`src/rtl/ssd_display_arbiter.sv`:
```
// Round-robin arbiter sharing one 4-digit seven-segment display between NREQ requesters.
// The winning value is latched and held for DWELL cycles before the next arbitration.
module ssd_display_arbiter #(
    parameter int NREQ  = 4,
    parameter int DWELL = 25000000,
    parameter int CW    = $clog2(DWELL + 1)
) (
    input  logic                 clk,
    input  logic                 rst_n,
    input  logic [NREQ-1:0]      req,
    input  logic [16*NREQ-1:0]   req_val,
    output logic [NREQ-1:0]      ack,
    output logic [15:0]          disp_val,
    output logic [2:0]           disp_owner,
    output logic                 disp_valid
);

    typedef enum logic [0:0] {
        ST_IDLE = 1'b0,
        ST_HOLD = 1'b1
    } state_e;

    localparam logic [CW-1:0] RELOAD   = CW'(DWELL - 1);
    localparam logic [2:0]    LAST_RST = 3'(NREQ - 1);

    state_e              state_q, state_d;
    logic [CW-1:0]       cnt_q, cnt_d;
    logic [2:0]          last_q, last_d;
    logic [NREQ-1:0]     ack_q, ack_d;
    logic [15:0]         val_q, val_d;
    logic [2:0]          owner_q, owner_d;
    logic                valid_q, valid_d;

    logic [2*NREQ-1:0]   dbl_s;
    logic [NREQ-1:0]     rot_s;
    logic [3:0]          pos_s;
    logic                found_s;
    logic [2:0]          win_s;
    logic [15:0]         sel_val_s;
    logic [NREQ-1:0]     win_vec_s;
    logic                may_grant_s;

    // Round-robin search: rotate requests so bit 0 is the slot just after the last owner
    always_comb begin
        dbl_s   = {req, req} >> ({1'b0, last_q} + 4'd1);
        rot_s   = dbl_s[NREQ-1:0];
        found_s = 1'b0;
        pos_s   = 4'd0;
        for (int j = 0; j < NREQ; j++) begin
            if (!found_s && rot_s[j]) begin
                found_s = 1'b1;
                pos_s   = {1'b0, last_q} + 4'd1 + 4'(j);
            end else begin
                found_s = found_s;
            end
        end
        if (pos_s >= 4'(NREQ)) begin
            win_s = 3'(pos_s - 4'(NREQ));
        end else begin
            win_s = pos_s[2:0];
        end
    end

    // Winner's value and one-hot grant vector
    always_comb begin
        sel_val_s = 16'h0000;
        win_vec_s = {NREQ{1'b0}};
        for (int i = 0; i < NREQ; i++) begin
            sel_val_s    = sel_val_s | ((win_s == 3'(i)) ? req_val[16*i +: 16] : 16'h0000);
            win_vec_s[i] = (win_s == 3'(i));
        end
    end

    // Next-state logic: grant when idle or dwell expired, otherwise count the dwell down
    always_comb begin
        state_d     = state_q;
        cnt_d       = cnt_q;
        last_d      = last_q;
        ack_d       = {NREQ{1'b0}};
        val_d       = val_q;
        owner_d     = owner_q;
        valid_d     = valid_q;
        may_grant_s = (state_q == ST_IDLE) || (cnt_q == {CW{1'b0}});
        if (may_grant_s && found_s) begin
            state_d = ST_HOLD;
            cnt_d   = RELOAD;
            last_d  = win_s;
            ack_d   = win_vec_s;
            val_d   = sel_val_s;
            owner_d = win_s;
            valid_d = 1'b1;
        end else if (may_grant_s) begin
            state_d = ST_IDLE;
        end else begin
            cnt_d = cnt_q - CW'(1);
        end
    end

    // State and output registers
    always_ff @(posedge clk or negedge rst_n) begin
        if (!rst_n) begin
            state_q <= ST_IDLE;
            cnt_q   <= {CW{1'b0}};
            last_q  <= LAST_RST;
            ack_q   <= {NREQ{1'b0}};
            val_q   <= 16'h0000;
            owner_q <= 3'd0;
            valid_q <= 1'b0;
        end else begin
            state_q <= state_d;
            cnt_q   <= cnt_d;
            last_q  <= last_d;
            ack_q   <= ack_d;
            val_q   <= val_d;
            owner_q <= owner_d;
            valid_q <= valid_d;
        end
    end

    assign ack        = ack_q;
    assign disp_val   = val_q;
    assign disp_owner = owner_q;
    assign disp_valid = valid_q;

endmodule
```
`config.mk`:
```
export PLATFORM = sky130hd
export DESIGN_NAME = ssd_display_arbiter
export DESIGN_NICKNAME = d
export VERILOG_FILES = /design/src/rtl/ssd_display_arbiter.sv
export SDC_FILE = /design/constraint.sdc
export NUM_CORES = 1
export LEC_CHECK = 0
export BUFFER_PORTS_ARGS = -buffer_cell sky130_fd_sc_hd__buf_2
export CORE_MARGIN = 2
export CORE_UTILIZATION = 52
export DETAILED_ROUTE_END_ITERATION = 6
export MAX_ROUTING_LAYER = met4
export PLACE_DENSITY = 0.88
export SYNTH_ARGS = -nofsm -noshare
export SYNTH_HDL_FRONTEND = slang
export SYNTH_SLANG_ARGS = --single-unit
export TNS_END_PERCENT = 100
```
`constraint.sdc`:
```
create_clock -name clk -period 4.4 [get_ports clk]
set_clock_uncertainty 0.1 [all_clocks]
set_input_delay 0.44 -clock clk [delete_from_list [all_inputs] [get_ports clk]]
set_output_delay 0.44 -clock clk [all_outputs]
set_load 0.02 [all_outputs]
```
==> impl_metrics.csv <==
group,metric,value,unit
sta,hold_viol,0,
route,route.detailed.drc,0,
clocking,htreeDepth,2,
global_routing,antenna_found_initial,0,
clocking,cts.sinks,52,
synth,synth.distinct_cells,58,
global_routing,grt_pass1_wl,13600,um
layout,fin_area,3820,um^2
clocking,post_cts_buffers,0,
setup_path,cpLargestDelayFamily,"compound AO/OA/AOI/OAI gates",
synth,syn_avg_cell_area,9.42,um^2
setup_path,worstPathRequired,4550,ps
clocking,cts_buffer_depth,2,
floorplanning,start_util,0.542,
synth,yosysWarnings,0,
synth,synthFlopType,"dfrtp_1",
floorplanning,core_area,5960,um^2
clocking,cts_buffers,5,
pwr,combPwrFrac,0.150,
layout,nNetsFinal,505,
route,vias_per_cell,6.03,
route,first_iter_violations,177,
sta,maxSlewViolCount,0,
global_routing,grt_usage,0.240,
synth,synth_edf_count,0,
pwr,switchingPower,0.244,mW
synth,ys_ff_latch,52,
route,wl_per_cell,15.6,um
sta,fin_crit_sh,0.857,
setup_path,critPathBufInv,0,
global_routing,grt_remaining_overflow,0,
pwr,vdd_drop_max,137,uV
setup_path,worstPathArrival,3930,ps
setup_path,max_stage_delay,900,ps
pwr,internal_power,0.672,mW
clocking,cts_resized,0,
clocking,cts.clk_slew.worst_paths,100,ps
floorplanning,rows,28,
layout,diodes,0,
synth,synthArstFlopShare,1.00,
floorplanning,die_x,82.8,um
setup_path,crit_chain,"mux2_2, a221oi_4, nor2_1, o211a_1, a211o_1, nor3b_2, a221o_1, o22a_1",
sta,max_freq,265,MHz
route,via_count,3044,
clocking,insertion_delay,310,ps
layout,drive_above_1_share,0.279,
sta,setup_viol,0,
setup_path,rrSetupSlack,630,ps
clocking,cts_root_buffer,"clkbuf_8",
sta,setup-tns-final,0,ps
outcome,status,"finished, final reports clean",
route,drtAntennaViolNets,0,
job,drv_cap,0,
synth,syn_inst,343,
pwr,seqPwrFrac,0.534,
route,wirelength,7870,um
route,firstDrtPassIters,5,
setup_path,worstSetupEndpointType,"register",
synth,syn-num-nets,419,
floorplanning,die_y,82.8,um
pwr,power.density,240,nW/um^2
global_routing,grt_pass1_vias,3027,
setup_path,cp_slowest_cell,"nor3b_2",
clocking,cts_tree,"done",
layout,fill_cells,473,
setup_path,crit_type,"register to register",
floorplanning,ios,94,
place,placed_cell_area,3720,um^2
clocking,hold_buffers,0,
place,hpwl,5790,um
synth,seq_area_frac_synth,0.404,
min_path,holdCritPathClass,"input pin to async pin",
setup_path,crit_fanout,24,
sta,worstMarginPinSlew,1030,ps
place,numPortBuffers,93,
pwr,switching_share,0.266,
sta,period_needed,3770,ps
pwr,p_leak,1.64,nW
pwr,power_frac_clock,0.316,
setup_path,start_kind,"register",
global_routing,grt_max_degree,53,
place,place_congestion,0.942,
synth,synthesis.area,3230,um^2
sta,slew_headroom,0.309,
layout,area.growth.synth_to_final,18.2,%
floorplanning,die_area,6860,um^2
sta,rsz0062_at_grt,"no",
-- metal layers --
layer | track usage | vias up | wire (um) | part of all wire
met2 | 0.384 | 102 | 4000 | 0.51
met1 | 0.299 | 1467 | 3310 | 0.42
met4 | 0.0984 | 0 | 155 | 0.020
met3 | 0.0497 | 19 | 411 | 0.052
met5 | - | - | 0 | 0
li1 | - | 1456 | - | -
-- final cells by class --
type,count,area [um^2],area share
sequential,52,1300,0.342
multi-input combinational,265,1800,0.471
tap,75,93.8,0.0246
clock buffer,7,86.3,0.0226
inverter,7,26.3,0.00688
clock inverter,1,7.51,0.00197
timing repair buffer,98,503,0.132
-- worst reg2reg max path: stages (launching register included) --
cell	delay, ps
dfstp_2	800
mux2_2	430
a221oi_4	340
nor2_1	110
o211a_1	230
a211o_1	380
nor3b_2	900
a221o_1	280
o22a_1	140
-- logic make-up after synthesis --
group / share of synthesized area
fa+ha+maj: 0.0232
mux: 0.0628
buf+inv: 0.0399
simple gates: 0.222
xor+xnor: 0.0109
compound gates: 0.238
flops: 0.404
-- flip-flops by register name, summed over array words and instances, names as in the netlist --
name and cells:
last_q 3, cnt_q 25, disp_valid 1, disp_owner 2
state_q 1, ack 4, disp_val 16
-- power by group through the flow --
stage	Clock, mW	Sequential, mW	Combinational, mW
finish	0.289	0.489	0.137
global route	0.311	0.490	0.150
CTS	0.293	0.489	0.137
detailed placement	0	0.499	0.136
global placement	0	0.498	0.133
floorplan	0	0.502	0.0724
-- cells in the final DEF, fill, tap and decap left out, drive strengths merged, types with 2 or more instances in the layout --
cell type,instances
nand2b,8
ha,6
and2,5
a221o,16
o22a,17
a21o,3
mux2,2
a2bb2oi,3
nor2,46
or4,4
a31oi,3
nor3,14
inv,7
nand3,9
dfstp,2
nor4,4
o21ai,18
a221oi,2
buf,98
mux2i,18
or3,8
nand2,22
o22ai,3
o32ai,4
a21oi,18
nor3b,6
clkbuf,7
nand3b,2
dfrtp,50
o211a,2
nor2b,2
xnor2,3
o211ai,2
-- metrics by stage --
step | total power [mW] | hold WS, ps | util | setup slack, ps | cells
2_1_floorplan | 0.575 | 44.4 | - | 1370 | 343
3_3_place_gp | 0.631 | 356 | 0.625 | 792 | 497
3_5_place_dp | 0.635 | 366 | 0.625 | 700 | 497
4_1_cts | 0.919 | 146 | 0.641 | 679 | 505
5_1_grt | 0.951 | 178 | 0.641 | 423 | 505
6_report | 0.916 | 125 | 0.641 | 627 | 505
-- cell usage after synthesis, types with 4 or more instances --
master / n / area, um^2
dfrtp_1: 50 / 1250
nor2_1: 45 / 169
nand2_1: 22 / 82.6
a21oi_1: 18 / 90.1
mux2i_1: 18 / 180
o21ai_0: 18 / 90.1
o22a_1: 17 / 149
a221o_1: 16 / 160
nor3_1: 14 / 70.1
nand3_1: 9 / 45.0
nand2b_1: 8 / 50.1
buf_2: 7 / 35.0
clkbuf_1: 7 / 26.3
inv_1: 7 / 26.3
or3_1: 7 / 43.8
ha_1: 6 / 75.1
and2_1: 4 / 25.0
nor3b_1: 4 / 30.0
nor4_1: 4 / 25.0
-- path summary, 6_finish.rpt --
kind | start | endpoint | cells past startpoint
max in group asynchronous | rst_n | cnt_q[12] | 2
hold / removal | rst_n | ack[2] | 2
setup / recovery | last_q[0] | disp_val[6] | 8
hold reg to reg | disp_valid | disp_valid | 1
setup reg to reg | last_q[0] | disp_val[6] | 8
min in group clk | req_val[29] | disp_val[13] | 3
No activity file was read; power rests on OpenSTA's default activity.
